`src/rtl/rf_pkg.sv`:
```
// Shared types and constants for the register-file write scheduler.
package rf_pkg;

    localparam int DATA_W   = 32;
    localparam int ADDR_W   = 5;
    localparam int NUM_REGS = 1 << ADDR_W;

    typedef struct packed {
        logic              valid;
        logic [ADDR_W-1:0] rd;
        logic [DATA_W-1:0] data;
    } wb_req_t;

    typedef enum logic {
        REQ_ALU = 1'b0,
        REQ_MEM = 1'b1
    } req_id_e;

endpackage

```
`src/rtl/rr_arb2.sv`:
```
// Two-way round-robin arbiter; bit 0 is the ALU requester, bit 1 the memory unit.
module rr_arb2
    import rf_pkg::*;
(
    input  logic       clk,
    input  logic       rst_n,
    input  logic [1:0] req,
    output logic [1:0] gnt
);

    req_id_e rr;

    always_comb begin
        gnt = req;
        if (req == 2'b11) begin
            gnt = (rr == REQ_ALU) ? 2'b01 : 2'b10;
        end
    end

    // Pointer moves only when both asked, so a lone requester never loses its turn.
    always_ff @(posedge clk or negedge rst_n) begin
        if (!rst_n) begin
            rr <= REQ_ALU;
        end else if (req == 2'b11) begin
            rr <= (rr == REQ_ALU) ? REQ_MEM : REQ_ALU;
        end
    end

endmodule

```
`src/rtl/rf_write_sched.sv`:
```
// Register-file write-port scheduler with RAW/WAW hazard scoreboard.
// Optional issue-time bypass of the granted writeback enabled by RF_BYPASS_EN.
module rf_write_sched
    import rf_pkg::*;
#(
    parameter int DATA_W = rf_pkg::DATA_W,
    parameter int ADDR_W = rf_pkg::ADDR_W
) (
    input  logic                       clk,
    input  logic                       rst_n,
    input  logic                       issue_valid,
    input  logic [ADDR_W-1:0]          issue_rd,
    input  logic [ADDR_W-1:0]          issue_rs1,
    input  logic [ADDR_W-1:0]          issue_rs2,
    output logic                       issue_stall,
    input  logic                       alu_valid,
    output logic                       alu_ready,
    input  logic [ADDR_W-1:0]          alu_rd,
    input  logic [DATA_W-1:0]          alu_data,
    input  logic                       mem_valid,
    output logic                       mem_ready,
    input  logic [ADDR_W-1:0]          mem_rd,
    input  logic [DATA_W-1:0]          mem_data,
    output logic                       write_reg,
    output logic [ADDR_W-1:0]          write_reg_addr,
    output logic [DATA_W-1:0]          write_reg_data,
    output logic [(1 << ADDR_W)-1:0]   busy,
    output logic                       byp_rs1_hit,
    output logic                       byp_rs2_hit,
    output logic [DATA_W-1:0]          byp_data
);

    wb_req_t                   alu_req;
    wb_req_t                   mem_req;
    wb_req_t                   win;
    logic [1:0]                req;
    logic [1:0]                gnt;
    logic                      wr_en;
    logic                      accept;
    logic [(1 << ADDR_W)-1:0]  busy_next;

    assign alu_req = '{valid: alu_valid, rd: alu_rd, data: alu_data};
    assign mem_req = '{valid: mem_valid, rd: mem_rd, data: mem_data};
    assign req     = {mem_req.valid, alu_req.valid};

    rr_arb2 u_arb (
        .clk   (clk),
        .rst_n (rst_n),
        .req   (req),
        .gnt   (gnt)
    );

    assign alu_ready = gnt[0];
    assign mem_ready = gnt[1];

    always_comb begin
        win = alu_req;
        if (gnt[1]) begin
            win = mem_req;
        end
        win.valid = |gnt;
    end

    // r0 grants complete the handshake but never reach the file or scoreboard.
    assign wr_en = win.valid && (win.rd != '0);

`ifdef RF_BYPASS_EN
    logic byp_ok;

    assign byp_ok      = wr_en && busy[win.rd];
    assign byp_rs1_hit = issue_valid && byp_ok && (issue_rs1 == win.rd);
    assign byp_rs2_hit = issue_valid && byp_ok && (issue_rs2 == win.rd);
    assign byp_data    = (byp_rs1_hit || byp_rs2_hit) ? win.data : '0;
`else
    assign byp_rs1_hit = 1'b0;
    assign byp_rs2_hit = 1'b0;
    assign byp_data    = '0;
`endif

    assign issue_stall = issue_valid && ((busy[issue_rs1] && !byp_rs1_hit) ||
                                         (busy[issue_rs2] && !byp_rs2_hit) ||
                                         busy[issue_rd]);
    assign accept      = issue_valid && !issue_stall && (issue_rd != '0);

    // WAW stall keeps set and clear off the same bit in one cycle.
    always_comb begin
        busy_next = busy;
        if (wr_en) begin
            busy_next[win.rd] = 1'b0;
        end
        if (accept) begin
            busy_next[issue_rd] = 1'b1;
        end
        busy_next[0] = 1'b0;
    end

    always_ff @(posedge clk or negedge rst_n) begin
        if (!rst_n) begin
            busy           <= '0;
            write_reg      <= 1'b0;
            write_reg_addr <= '0;
            write_reg_data <= '0;
        end else begin
            busy      <= busy_next;
            write_reg <= wr_en;
            if (wr_en) begin
                write_reg_addr <= win.rd;
                write_reg_data <= win.data;
            end
        end
    end

endmodule

```
`config.mk`:
```
export PLATFORM = sky130hd
export DESIGN_NAME = rf_write_sched
export DESIGN_NICKNAME = d
export VERILOG_FILES = /design/src/rtl/rf_pkg.sv /design/src/rtl/rr_arb2.sv /design/src/rtl/rf_write_sched.sv
export SDC_FILE = /design/constraint.sdc
export NUM_CORES = 1
export LEC_CHECK = 0
export CELL_PAD_IN_SITES_DETAIL_PLACEMENT = 0
export CELL_PAD_IN_SITES_GLOBAL_PLACEMENT = 1
export CORE_ASPECT_RATIO = 0.5
export CORE_UTILIZATION = 32
export CTS_BUF_LIST = sky130_fd_sc_hd__clkbuf_4
export DETAILED_ROUTE_END_ITERATION = 16
export PLACE_DENSITY_LB_ADDON = 0.1
export SYNTH_ARGS = -nofsm -noshare
export SYNTH_HDL_FRONTEND = slang
export SYNTH_SLANG_ARGS = --single-unit
```
`constraint.sdc`:
```
create_clock -name clk -period 2.9 [get_ports clk]
set_clock_uncertainty 0.2 [all_clocks]
set_input_delay 0.29 -clock clk [delete_from_list [all_inputs] [get_ports clk]]
set_output_delay 0.29 -clock clk [all_outputs]
set_load 0.005 [all_outputs]
```
==> summary.txt <==
Route
  • DR pass1 iterations: 5
  • First DRT Iteration DRCs: 237
  • Routed wire length: 15200 um
  • Routed via count: 4394
  • Final ANT Viol Nets: 0
  • DRC viols: 0
  • Vias per cell: 5.04
  • DR WL/cell: 17.5 um

Placement
  • Port Buffers: 165
  • Placer Congestion: 0.806
  • Hpwl dp: 11400 um

Timing
  • Slew @ Worst Pin: 945 ps
  • Max Clock Freq: 351 MHz
  • Setup violations, final: 0
  • Final clock period utilization by the worst path: 98.3%
  • Final Max Slew Viols: 0
  • Relative slew slack: 37.0%
  • Minimum clock period: 2850 ps
  • Fin. Hold Viols: 0
  • RSZ-0062 raised after global routing: yes

Cells and area
  • Diode count: 0
  • Largest Register: write_reg_data
  • Final #Nets: 769
  • Fillers: 1282
  • Max reg flops: 32
  • Area delta synth->final: 54.8%
  • Util after Layout: 51.6%
  • Share of cells above drive strength 1: 19.7%
  • Top Registers: write_reg_data: 32 flops, busy: 31 flops, write_reg_addr: 5 flops

Logic synthesis
  • Number of synthesized flops with an enable pin: 0
  • Compound-Gate Fraction of Synth Area: 20.0%
  • Post-synthesis simple-gate area fraction: 12.1%
  • Post-synthesis xor/xnor area fraction: 0.191%
  • Post-synthesis sequential area ratio: 38.1%
  • Cell variety after synth: 52
  • Synth Area per Inst: 9.82 um2
  • Synth Flop Type: dfrtp_1
  • Mapped Area: 4600 um2
  • Mux cell area share after synthesis: 19.2%
  • Synth Area in Adders: 0%
  • Main combinational cell family by area after synthesis: compound AO/OA/AOI/OAI gates
  • Ys Warns: 0
  • #FFs+latches synth: 70
  • Post-synth ARST share: 100%
  • Post-Syn Instances: 468

Clocking
  • Max Buffers Root-to-Sink: 2
  • CTS tree: built
  • Worst-path clk slew: 120 ps
  • Sink Count: 70
  • CTS root buf: clkbuf_4
  • TritonCTS buffer count: 9
  • Clock latency on the worst-skew pair: 420 ps
  • Htree depth: 3

Worst hold path
  • Hold Crit Class: input pin to asynchronous set/reset pin

Die
  • Chip Height: 86.8 um
  • Io pins: 201
  • Core Footprint: 13800 um2
  • Die area: 14900 um2
  • Cell Rows: 30
  • DIE WIDTH: 172 um
  • Initial cell density of the core: 33.4%

Power and ir drop
  • Leakage: 3.08 nW
  • Power per cell area: 574 nW/um2
  • Total power: 4.08 mW
  • Peak supply drop: 0.252 mV

Critical path
  • Crit Reg-Reg Startpoint: busy[21]
  • Critical Path Start: busy[21]
  • Critical-path top delay cell: mux4_2
  • Largest stage delay on the critical path: 470 ps
  • Maximum fanout along the worst path: 2
  • Worst Path Required: 2410 ps
  • Critical path class: flip-flop to primary output
  • Nature of the critical path endpoint: primary output
  • Setup crit start kind: flip-flop
  • Worst-path cell chain: mux4_2, mux2_4, and3_4, nor4_4, nand3_2, o21a_1, buf_2
  • WP data arrival: 2360 ps

Global routing
  • First-pass GRT wire length: 23500 um
  • Vias in the first global route: 4153
  • Pin count of the biggest net entering global routing: 73
  • Grt ovf: 0
  • GRT Total Usage: 20.8%
  • Initial antenna violation count: 0

Flow run
  • Max-Cap Viols: 0

Run status
  • Outcome: finished, final reports clean
==> placed cells by master, fill, tap and decap left out, types with 3 or more instances in the layout <==
cell type	Yosys	final
clkdlybuf4s50_1	0	159
dfrtp_1	70	64
mux2i_1	62	62
buf_4	35	57
o21ai_1	46	46
nand2_1	45	45
conb_1	1	35
o31ai_1	24	24
nor2_1	19	18
o41ai_2	4	18
clkbuf_4	0	9
inv_1	8	8
mux4_2	8	8
o21ai_0	8	8
o22ai_1	7	7
nor2b_1	6	6
nand3_1	7	6
nor3b_1	6	6
dfrtp_2	0	6
nand3b_1	5	5
and3_1	5	4
o41ai_1	20	4
buf_6	3	4
mux2_1	3	3
or3b_1	3	3
nor3_1	3	3
inv_2	3	3
a31oi_1	3	3
bufinv_16	0	3
dlygate4sd2_1	0	3
buf_12	0	3
==> stage by stage <==
step / worst slack, ps / cell area [um2] / instances / hold slack, ps / setup TNS (ps)
after floorplan: 341 / 4720 / 502 / -206 / 0
after global placement: -370 / 6660 / 847 / 147 / -4380
after detailed placement: -401 / 6660 / 847 / 149 / -5230
after CTS: -89.4 / 7040 / 870 / 194 / -89.4
after global routing: -94.4 / 7110 / 872 / 240 / -94.4
final: 50.7 / 7110 / 872 / 203 / 0
==> power breakdown <==
part           switching [mW]  total [mW]  leakage, nW  internal, mW
logic                   0.835        1.89         2.13          1.05
clock network           0.361       0.791       0.0872         0.430
registers               0.205        1.40        0.868          1.20
==> Yosys cell counts, types with 2 or more instances <==
master    count  share of area [%]
mux2_1        3               0.73
a22oi_1       2               0.33
nor2_1       19                1.6
a31oi_1       3               0.41
nor4_1        2               0.27
a21oi_1       2               0.22
buf_6         3               0.73
o41ai_2       4                1.4
mux4_2        8                3.9
dfrtp_1      70                 38
nand3b_1      5               0.82
buf_4        35                5.7
o41ai_1      20                3.8
nor2b_1       6               0.82
nor3b_1       6               0.98
o2111a_1      2               0.49
a221oi_1      2               0.38
or3b_1        3               0.57
or3_1         2               0.27
nand3_1       7               0.76
o311ai_0      2               0.38
o21ai_1      46                5.0
o22ai_1       7               0.95
mux2i_1      62                 14
nor3_1        3               0.33
o21ai_0       8               0.87
mux2_2        3               0.73
clkbuf_1     17                1.4
inv_1         8               0.65
nand2_1      45                3.7
and3_1        5               0.68
buf_2        13                1.4
o31ai_1      24                3.9
inv_2         3               0.24
==> cells by family (layout without fill, tap and decap cells) <==
| family | Yosys count | count (layout) |
|---|---|---|
| buf+inv | 80 | 258 |
| compound gates | 130 | 130 |
| mux | 77 | 77 |
| other cells | 1 | 35 |
| simple gates | 109 | 109 |
| flops | 70 | 70 |
| xor+xnor | 1 | 1 |
==> critical path: cells and delay by family (launching register included) <==
family | cells | cell delay, ps
multiplexers | 2 | 760
buffers and inverters | 1 | 130
AO/OA/AOI/OAI | 1 | 200
AND/OR/NAND/NOR | 3 | 420
flip-flops | 1 | 420
==> layer usage <==
| metal | wire length [um] | global-route usage [%] | vias to the layer above |
|---|---|---|---|
| li1 | - | - | 2094 |
| met1 | 6830 | 28.8 | 2061 |
| met2 | 6830 | 32.2 | 224 |
| met3 | 1400 | 5.57 | 15 |
| met4 | 176 | 5.36 | 0 |
| met5 | 0 | 0 | - |
==> layout make-up <==
type	count	area, um2	area share [%]
multi-input cells	352	2700	38.0
well taps	192	240	3.38
clock inverters	7	113	1.58
inverters	12	47.5	0.668
flip-flops and latches	70	1760	24.7
repair buffers	230	2180	30.7
clock buffers	9	67.6	0.950
==> final timing paths <==
kind	endpoint	slack (ps)	cells after the start
max	issue_stall	50	7
min reg2reg	write_reg_data[21]	290	2
min in group clk	write_reg_data[0]	280	3
min	write_reg_data[12]	200	2
max reg2reg	busy[3]	210	8
max in group asynchronous	busy[25]	1620	3
==> what timing repair did <==
| action | in CTS | in global routing |
|---|---|---|
| pin swaps | 5 | 6 |
| cloned | 0 | 0 |
| setup buffers | 8 | 4 |
| endpoints found under the setup margin | 1 | 25 |
| endpoints found under the hold margin | 26 | 0 |
| resized for setup | 33 | 14 |
| hold buffers | 1 | 0 |
No activity file was read; power rests on OpenSTA's default activity.
